## src/rtl/servant_uart_wb_master.sv

```systemverilog
// servant_uart_wb_master: UART 8N1 command port (i_rx in, o_tx out, o_busy) driving single-word Wishbone cycles (o_wb_adr/dat/sel/we/cyc out, i_wb_rdt/ack in)
module servant_uart_wb_master #(
  parameter int CLKS_PER_BIT = 139
) (
  input  logic        i_clk,
  input  logic        i_rst_n,
  input  logic        i_rx,
  output logic        o_tx,
  output logic        o_busy,
  output logic [31:0] o_wb_adr,
  output logic [31:0] o_wb_dat,
  output logic [3:0]  o_wb_sel,
  output logic        o_wb_we,
  output logic        o_wb_cyc,
  input  logic [31:0] i_wb_rdt,
  input  logic        i_wb_ack
);
  localparam int CW = $clog2(CLKS_PER_BIT);
  localparam logic [CW-1:0] LAST = CW'(CLKS_PER_BIT - 1);
  localparam logic [CW-1:0] HALF = CW'(CLKS_PER_BIT / 2 - 1);
  typedef enum logic [1:0] {RX_IDLE, RX_START, RX_DATA, RX_STOP} rx_state_t;
  typedef enum logic [2:0] {P_IDLE, P_ADDR, P_DATA, P_BUS, P_RESP} p_state_t;
  rx_state_t rx_state;
  p_state_t p_state;
  logic rx_s1, rx_s2, rx_prev, rx_valid, rx_err, is_write;
  logic [CW-1:0] rx_cnt, tx_cnt;
  logic [2:0] rx_bit;
  logic [7:0] rx_sr;
  logic [1:0] byte_cnt, resp_left;
  logic [31:0] resp;
  logic [8:0] tx_sr;
  logic [3:0] tx_bit;
  always_ff @(posedge i_clk or negedge i_rst_n)
    if (!i_rst_n) begin
      rx_s1 <= 1'b1;
      rx_s2 <= 1'b1;
      rx_prev <= 1'b1;
      rx_state <= RX_IDLE;
      rx_cnt <= '0;
      rx_bit <= '0;
      rx_sr <= '0;
      rx_valid <= 1'b0;
      rx_err <= 1'b0;
    end else begin
      rx_s1 <= i_rx;
      rx_s2 <= rx_s1;
      rx_prev <= rx_s2;
      rx_valid <= 1'b0;
      rx_err <= 1'b0;
      case (rx_state)
        RX_IDLE: if (rx_prev && !rx_s2) begin
          rx_state <= RX_START;
          rx_cnt <= '0;
        end
        RX_START: if (rx_cnt == HALF) begin
          rx_cnt <= '0;
          rx_bit <= '0;
          rx_state <= rx_s2 ? RX_IDLE : RX_DATA;
        end else rx_cnt <= rx_cnt + 1'b1;
        RX_DATA: if (rx_cnt == LAST) begin
          rx_cnt <= '0;
          rx_sr <= {rx_s2, rx_sr[7:1]};
          rx_bit <= rx_bit + 1'b1;
          if (rx_bit == 3'd7) rx_state <= RX_STOP;
        end else rx_cnt <= rx_cnt + 1'b1;
        RX_STOP: if (rx_cnt == LAST) begin
          rx_valid <= rx_s2;
          rx_err <= !rx_s2;
          rx_state <= RX_IDLE;
        end else rx_cnt <= rx_cnt + 1'b1;
      endcase
    end
  always_ff @(posedge i_clk or negedge i_rst_n)
    if (!i_rst_n) begin
      p_state <= P_IDLE;
      is_write <= 1'b0;
      byte_cnt <= '0;
      resp_left <= '0;
      resp <= '0;
      tx_sr <= '0;
      tx_bit <= '0;
      tx_cnt <= '0;
      o_tx <= 1'b1;
      o_busy <= 1'b0;
      o_wb_adr <= '0;
      o_wb_dat <= '0;
      o_wb_sel <= '0;
      o_wb_we <= 1'b0;
      o_wb_cyc <= 1'b0;
    end else begin
      case (p_state)
        P_IDLE: if (rx_valid && (rx_sr == 8'h57 || rx_sr == 8'h52)) begin
          p_state <= P_ADDR;
          is_write <= rx_sr[2];
          byte_cnt <= '0;
          o_busy <= 1'b1;
        end
        P_ADDR: if (rx_err) begin
          p_state <= P_IDLE;
          o_busy <= 1'b0;
        end else if (rx_valid) begin
          o_wb_adr <= {o_wb_adr[23:0], rx_sr};
          byte_cnt <= byte_cnt + 1'b1;
          if (byte_cnt == 2'd3 && is_write) p_state <= P_DATA;
          if (byte_cnt == 2'd3 && !is_write) begin
            p_state <= P_BUS;
            o_wb_cyc <= 1'b1;
            o_wb_sel <= 4'hF;
            o_wb_we <= 1'b0;
          end
        end
        P_DATA: if (rx_err) begin
          p_state <= P_IDLE;
          o_busy <= 1'b0;
        end else if (rx_valid) begin
          o_wb_dat <= {o_wb_dat[23:0], rx_sr};
          byte_cnt <= byte_cnt + 1'b1;
          if (byte_cnt == 2'd3) begin
            p_state <= P_BUS;
            o_wb_cyc <= 1'b1;
            o_wb_sel <= 4'hF;
            o_wb_we <= 1'b1;
          end
        end
        P_BUS: if (i_wb_ack) begin
          p_state <= P_RESP;
          o_wb_cyc <= 1'b0;
          o_wb_sel <= '0;
          o_wb_we <= 1'b0;
          o_tx <= 1'b0;
          tx_cnt <= '0;
          tx_bit <= '0;
          tx_sr <= {1'b1, is_write ? 8'h4B : i_wb_rdt[31:24]};
          resp <= {i_wb_rdt[23:0], 8'h00};
          resp_left <= is_write ? 2'd0 : 2'd3;
        end
        P_RESP: if (tx_cnt != LAST) tx_cnt <= tx_cnt + 1'b1;
        else begin
          tx_cnt <= '0;
          if (tx_bit != 4'd9) begin
            o_tx <= tx_sr[0];
            tx_sr <= {1'b1, tx_sr[8:1]};
            tx_bit <= tx_bit + 1'b1;
          end else if (resp_left != 2'd0) begin
            o_tx <= 1'b0;
            tx_sr <= {1'b1, resp[31:24]};
            resp <= {resp[23:0], 8'h00};
            resp_left <= resp_left - 1'b1;
            tx_bit <= '0;
          end else begin
            p_state <= P_IDLE;
            o_busy <= 1'b0;
          end
        end
        default: p_state <= P_IDLE;
      endcase
    end
endmodule

```

## config.mk

```make
export PLATFORM = sky130hd
export DESIGN_NAME = servant_uart_wb_master
export DESIGN_NICKNAME = d
export VERILOG_FILES = /design/src/rtl/servant_uart_wb_master.sv
export SDC_FILE = /design/constraint.sdc
export NUM_CORES = 1
export LEC_CHECK = 0
export CORE_MARGIN = 3
export CORE_UTILIZATION = 56
export DETAILED_ROUTE_END_ITERATION = 10
export GPL_ROUTABILITY_DRIVEN = 0
export GPL_TIMING_DRIVEN = 0
export HOLD_SLACK_MARGIN = 0.06
export PLACE_DENSITY = 0.81
export SKIP_LAST_GASP = 1
export SLEW_MARGIN = 20
export SYNTH_ARGS = -nofsm -noshare
export SYNTH_HDL_FRONTEND = slang
export SYNTH_SLANG_ARGS = --single-unit
```

## constraint.sdc

```tcl
create_clock -name i_clk -period 6.1 [get_ports i_clk]
set_clock_uncertainty 0.2 [all_clocks]
set_input_delay 1.22 -clock i_clk [delete_from_list [all_inputs] [get_ports i_clk]]
set_output_delay 1.22 -clock i_clk [all_outputs]
set_load 0.01 [all_outputs]
```

-- Yosys cells after proc, flatten, opt, wreduce, memory -nomap -nowiden
Cells that the tools add are included.
- bits in read-only memories: 0
- flip-flop bits (word level): 159
- RAM bits: 0
- logic and storage cells: 192
- memories kept: 0
- bits in latches: 0
- bits of input ports: 36
- output and inout bits: 72
- reduce and logical (&&, ||, !) cells: 30
- equal/unequal tests: 41
- $lt $le $gt $ge: 0
- muxes and demuxes: 90
- multipliers: 0
- add/subtract/negate cells: 6
- bitwise gates (word level): 1
- shift-type cells: 0
- divide/modulo/power cells: 0
- operator list (cell ; number):
    32-bit two-way mux ; 4
    32-bit case mux with 2 select lines ; 1
    8-bit two-way mux ; 7
    3-bit two-way mux ; 14
    4-bit two-way mux ; 10
    2-bit != test (second input constant) ; 19
    9-bit two-way mux ; 4
    8-bit case mux with 4 select lines ; 1
    2-bit two-way mux ; 14
    8-bit by 7-bit equality test with 1-bit output (second input constant) ; 3
    1-bit two-way mux ; 22
    9-bit case mux with 2 select lines ; 1
    8-bit by 1-bit adder with 8-bit output (second input constant) ; 2
    8-bit case mux with 2 select lines ; 1
    3-bit case mux with 5 select lines ; 1
    3-bit != test (second input constant) ; 4
    4-bit case mux with 3 select lines ; 1
    5-bit AND reduction ; 2
    1-bit case mux with 3 select lines ; 3
    3-bit AND reduction ; 3
    9-bit AND reduction ; 1
    8-bit equality test (second input constant) ; 1
    4-bit != test (second input constant) ; 2
    8-bit != test (second input constant) ; 1
    other kinds (28) ; 46

-- Depth between registers and ports, before layout
Gate-level depths: netlist of the first run.
- depth in word-level cells: 7
- depth in mapped cells: 8
- gate-level depth less buffers: 6

-- Least setup slack after synthesis of the first run
OpenSTA, ideal clock, no wires.
- path kind: input to register
- start point: input port i_wb_ack
- end point: register resp_left[1]
- slack: 3590 ps
- library setup time: 121 ps
- buffers on the path: 1
- cell stages on the path: 5
- required time: 5779 ps
- data arrival time: 2189 ps
- cells stage by stage: and4b_1 a31oi_4 or2_1 buf_2 a22o_1
- longest elaborated chain between the ends: 2
- RTL lines (element ; line ; RTL):
    start: declaration ; 16 ; input logic i_wb_ack
    2-bit != test (no source line) ; n/a ;
    5-bit AND reduction (no source line) ; n/a ;
    end signal: assignment ; 135 ; resp_left <= is_write ? 2'd0 : 2'd3;
    end signal: assignment ; 148 ; resp_left <= resp_left - 1'b1;
    end: declaration ; 29 ; logic [1:0] byte_cnt, resp_left;
Every way passes these cells.
A chain may end at the register's enable or synchronous reset.

==> results of run 1 <==
## layout make-up
type | count | share of cell area (%)
clock inverters | 11 | 0.9009
repair buffers | 108 | 12.82
plain buffers | 35 | 1.933
flip-flops and latches | 147 | 42.78
multi-input cells | 364 | 33.42
well taps | 143 | 2.078
inverters | 14 | 0.6103
clock buffers | 21 | 5.464
## state kept, by name (all words and copies together) (netlist names), 3 cells and up, named ones only
register and flops:
o_wb_adr 32, o_wb_dat 32, resp 24, tx_sr 9
rx_cnt 8, rx_sr 8, tx_cnt 8, tx_bit 4
p_state 3, rx_bit 3
## logic make-up after synthesis
family | count (synthesis)
DFF | 147
AOI/OAI and AO/OA | 123
and+or+nand+nor | 123
muxes | 101
buffers and inverters | 49
adders and majority gates | 11
xor gates and xnor gates | 6
## stage by stage
step	cells	setup WS [ns]	cell area, um^2
3_5_place_dp	811	2.838	8063
5_1_grt	843	3.089	8611
4_1_cts	843	3.135	8611
3_3_place_gp	810	-2.043	8030
2_1_floorplan	560	3.590	6780
6_report	843	3.147	8611
## worst max-delay path, stage by stage (launching register included)
cell and delay [ns]:
dfrtp_1 0.45, buf_4 0.14, clkdlybuf4s50_1 0.53
## worst max-delay path by stage
stage	from	to	slack, ns	cells past startpoint
global route	o_wb_sel[2]	o_wb_sel[0]	3.09	2
CTS	o_wb_sel[2]	o_wb_sel[1]	3.13	2
floorplan	i_wb_ack	resp_left[1]	3.59	5
detailed placement	i_wb_ack	resp[17]	2.84	6
global placement	i_rst_n	o_wb_adr[30]	-2.04	1
finish	o_wb_sel[2]	o_wb_sel[1]	3.15	2
## layer usage
metal / GRT usage, % / vias up / part of all wire [%]
met3: 7.311 / 17 / 5.8
met1: 33.07 / 2532 / 43
met5: 0 / - / 0
met2: 41.93 / 150 / 50
met4: 7.966 / 0 / 1.5
li1: - / 2311 / -
## power by group through the flow
stage / logic (mW) / clock network [mW] / registers, mW
after floorplan: 0.0666 / 0 / 1.04
after global placement: 0.119 / 0 / 1.04
after detailed placement: 0.127 / 0 / 1.04
after CTS: 0.127 / 0.973 / 1.03
after global routing: 0.143 / 1.02 / 1.03
final: 0.126 / 0.960 / 1.03
## placed cells by master, fill, tap and decap left out, drive strengths merged, types with 5 or more instances in the layout
master / n
or3: 20
nand4: 5
mux2i: 18
clkbuf: 37
a21oi: 19
a2bb2oi: 17
o211ai: 8
clkinv: 6
nand3b: 7
mux2: 83
a22o: 9
nor2: 11
dfrtp: 143
ha: 11
nand2: 26
nand3: 10
inv: 16
o21ai: 46
and3: 5
nor3: 10
clkdlybuf4s50: 106
buf: 21
==> qor.yml, run 1 <==
synthesis:
  syn_avg_cell_area_um2: 12.11
  synth_warnings: 0
  synth.cell_area_mm2: 0.006780
  ys_seq_area_share_pct: 54.33
  synth_seq_cells: 147
  yosysMostFrequentCell: "dfrtp_1"
  synth_mux_area_share_pct: 16.44
  syn_nets: 607
  ys.flop_type: "dfrtp_1"
  synth-edff-count: 0
  synth-adder-area-share_pct: 2.030
  synth-xor-area-share_pct: 0.7751
  synthArstFlopShare_pct: 100.0
  synthSimpleGateAreaFrac_pct: 10.94
  ys_top_cells_by_count: "dfrtp_1, mux2_2, o21ai_0, nand2_1, or3_1"
  synth_top_family_by_area: "multiplexers"
  synth_top_area_share_pct: 52.78
  syn_inst: 560
  synth_compound_area_share_pct: 12.25
  ys_types: 64
  yosys.area.top_type: "dfrtp_1"
  yosys-top-cells-area: "dfrtp_1, mux2_2, o21ai_0"
timing:
  period_needed_ns: 2.953
  fmax_mhz: 338.6
  maxSlewHeadroom_pct: 48.50
  finalCritPeriodShare_pct: 48.41
  finalSetupTns_ns: 0
  finalMaxSlewViolations: 0
  hold-worst-slack_ns: 0.1658
  worst_pin_slew_ns: 0.7666
  setup_viol: 0
  rsz0062_at_grt: "false"
  hold_violations: 0
worst_setup_path:
  path_class: "flip-flop to output pin"
  cp_max_fo: 6
  rr_worst_depth: 5
  r2r-start: "tx_cnt[5]"
  r2r_end: "tx_sr[1]"
  start_kind: "flip-flop"
  critPathCaptureType: "output pin"
  cp.arrival_ns: 1.53
  crit_required_ns: 4.68
  r2r_slack_ns: 3.70
placement:
  io_buffers: 107
  dp_hpwl_um: 11180
power_and_ir_drop:
  p_total_mw: 2.114
  clkPwrFrac_pct: 45.4
  seqPwrFrac_pct: 48.7
  power_density_mw_per_mm2: 245.5
  p_comb_share_pct: 5.9
  p_sw_share_pct: 23.93
  intPower_mw: 1.608
  max-vdd-ir-drop_mv: 0.2074
  p_switching_mw: 0.5059
  p_leak_nw: 3.886
run_status:
  status: "complete, no violations"
route:
  vias_per_cell: 5.943
  drc_errors: 0
  totalWireLength_um: 16060
  num_vias: 5010
  wl_per_cell_um: 19.05
  drtIter0Drc: 419
  final_antenna_net_count: 0
  drt_pre_antenna_iters: 4
floorplan:
  die-area_mm2: 0.01346
  initial_core_util_pct: 58.38
  pin_count: 108
  die-width_um: 116.0
  die_height_um: 116.0
  num_rows: 39
  design.core.area_mm2: 0.01161
worst_hold_path:
  hold_start: "rx_s1"
  min_path_cells: 0
  holdCritPathClass: "flip-flop to flip-flop"
  min_to: "rx_s2"
cts:
  clkSinkCount: 147
  htreeDepth: 4
  root_buffer: "clkbuf_16"
  ctsResizeCount: 0
  clk_latency_ns: 0.42
  clk_path_buf_depth: 2
  path_clk_slew_ns: 0.06
  cts_tree: "built"
  holdBufCountCts: 0
  cts_made_buffers: 17
  postCtsSetupBuffers: 0
final_layout:
  syn_to_final_growth_pct: 27.00
  antennaDiodeCount: 0
  multi_input_area_mm2: 0.002878
  layout-drive-gt1-share_pct: 21.29
  fill_cells: 794
  final_util_pct: 74.14
  ff_latch_area_mm2: 0.003684
  fin_nets: 734
job:
  cap_viol_max_count: 0
global_route:
  grt_util_all_layers_pct: 25.53
  grt_antenna_before_repair: 0
  grt_pass1_wl_um: 26990
  grt_pass1_vias: 5370
  grt_max_degree: 91
  overflow: 0
No activity file was read; power rests on OpenSTA's default activity.
==> run 2, diff against run 1 <==
--- a/config.mk
+++ b/config.mk
@@ -6,12 +6,12 @@
 export NUM_CORES = 1
 export LEC_CHECK = 0
 export CORE_MARGIN = 3
-export CORE_UTILIZATION = 56
+export CORE_UTILIZATION = 54
 export DETAILED_ROUTE_END_ITERATION = 10
 export GPL_ROUTABILITY_DRIVEN = 0
 export GPL_TIMING_DRIVEN = 0
 export HOLD_SLACK_MARGIN = 0.06
-export PLACE_DENSITY = 0.81
+export PLACE_DENSITY = 0.78
 export SKIP_LAST_GASP = 1
 export SLEW_MARGIN = 20
 export SYNTH_ARGS = -nofsm -noshare
==> constraint.sdc (replaced) <==
create_clock -name i_clk -period 2.8 [get_ports i_clk]
set_clock_uncertainty 0.2 [all_clocks]
set_input_delay 0.56 -clock i_clk [delete_from_list [all_inputs] [get_ports i_clk]]
set_output_delay 0.56 -clock i_clk [all_outputs]
set_load 0.01 [all_outputs]
==> qor.yml, run 2 (synthesized netlist as in run 1, its figures left out) <==
final_layout:
  fin_nets: 735
  antennaDiodeCount: 0
  layout_commonest_cell: "dfrtp_1"
  fin_area_mm2: 0.008703
  largestRegisters: "o_wb_adr: 32 flops, o_wb_dat: 32 flops, resp: 24 flops"
  syn_to_final_growth_pct: 28.36
  layout_common_cells: "dfrtp_1, clkdlybuf4s50_1, mux2_2"
  layout-drive-gt1-share_pct: 21.26
route:
  route.layer.met1.wl_um: 6668
  totalWireLength_um: 15660
  final_antenna_net_count: 0
  drc_errors: 0
  wl_met2_um: 7853
  vias_per_cell: 5.716
  wl_per_cell_um: 18.02
  routed-wl-met3_um: 934
  top_layer_used: "met4"
  drtIter0Drc: 307
  drt_pre_antenna_iters: 5
  num_vias: 4967
worst_hold_path:
  hold_start: "rx_s1"
  min_to: "rx_s2"
  holdCritPathClass: "flip-flop to flip-flop"
  min_path_cells: 0
placement:
  dp_hpwl_um: 10980
  io_buffers: 107
  place_area_mm2: 0.008094
timing:
  worst_pin_slew_ns: 0.7277
  fmax_mhz: 408.2
  finalMaxSlewViolations: 0
  setup_viol: 0
  rsz0062_at_grt: "false"
  finalSetupTns_ns: 0
  hold_violations: 0
  maxSlewHeadroom_pct: 51.11
  period_needed_ns: 2.450
  finalCritPeriodShare_pct: 87.48
power_and_ir_drop:
  power_density_mw_per_mm2: 552.7
  p_leak_nw: 3.916
  max-vdd-ir-drop_mv: 0.4680
worst_setup_path:
  path_cells: "inv_1, ha_1, nor4bb_1, a21oi_2, mux2i_1, o311ai_0"
  cp_max_fo: 7
  start_kind: "flip-flop"
  r2r_slack_ns: 0.35
  r2r_end: "rx_cnt[2]"
  crit_required_ns: 2.87
  rr_worst_depth: 6
  path_class: "flip-flop to flip-flop"
  slowest_delay_ns: 0.52
  cp-startpoint: "rx_cnt[0]"
  cp.arrival_ns: 2.52
  slowest_stage: "nor4bb_1"
  crit_family: "simple AND/OR/NAND/NOR gates"
  r2r-start: "rx_cnt[0]"
  critPathCaptureType: "flip-flop"
  cp_num_buf_inv: 1
cts:
  ctsResizeCount: 0
  cts_tree: "built"
  htreeDepth: 4
  clkSinkCount: 147
  path_clk_slew_ns: 0.06
  cts_made_buffers: 17
  clk_path_buf_depth: 2
  clk_latency_ns: 0.42
  root_buffer: "clkbuf_16"
floorplan:
  die-width_um: 118.1
  die-area_mm2: 0.01394
  die_height_um: 118.1
  num_rows: 40
  design.core.area_mm2: 0.01216
  pin_count: 108
  initial_core_util_pct: 55.75
run_status:
  status: "complete, no violations"
global_route:
  grt_pass1_wl_um: 26760
  grt_util_all_layers_pct: 23.79
  grt_max_degree: 105
  grt_antenna_before_repair: 0
  overflow: 0
  grt_pass1_vias: 5286
job:
  cap_viol_max_count: 0
-- run 2: power by group --
part	internal (mW)	switching, mW	total (mW)
clock	1.38	0.915	2.29
sequential	2.17	0.0671	2.24
combinational	0.126	0.152	0.278
-- run 2: how the worst max path moves through the flow --
stage / slack (ns) / cells after the start / to
2_1_floorplan: 0.73 / 8 / tx_sr[0]
3_3_place_gp: -4.74 / 1 / o_wb_adr[4]
3_5_place_dp: 0.14 / 6 / resp[24]
4_1_cts: 0.38 / 6 / rx_cnt[2]
5_1_grt: 0.04 / 6 / rx_cnt[0]
6_report: 0.35 / 6 / rx_cnt[2]
-- run 2: final cells by class --
cell class                 count  area, um^2
buffer                        35       166.4
timing repair buffer         109        1114
clock buffer                  20       456.7
fill                         878        3458
tap                          168       210.2
multi-input combinational    364        2878
sequential                   147        3684
clock inverter                12       142.6
inverter                      14       52.55
-- run 2: what timing repair did --
action | in CTS | in global routing
setup buffers | 0 | 0
hold buffers | 1 | 0
endpoints found under the setup margin | 0 | 0
endpoints found under the hold margin | 43 | 0
-- run 2: stage by stage --
stage          util (%)  worst slack, ns  cells  hold WS [ns]  power [mW]
2_1_floorplan         -           0.7336    560       0.06441       2.406
3_3_place_gp      66.29           -4.737    835        0.1469       2.532
3_5_place_dp      66.55           0.1407    836        0.1479       2.556
4_1_cts           71.56           0.3817    869        0.1568       4.845
5_1_grt           71.56          0.03620    869        0.1595       4.992
6_report          71.56           0.3505    869        0.1561       4.810
-- run 2: routing by layer --
| layer | GRT usage, % | vias to the layer above |
|---|---|---|
| met5 | 0 | - |
| met4 | 6.447 | 0 |
| met3 | 7.881 | 18 |
| met2 | 40.17 | 139 |
| met1 | 29.47 | 2500 |
| li1 | - | 2310 |
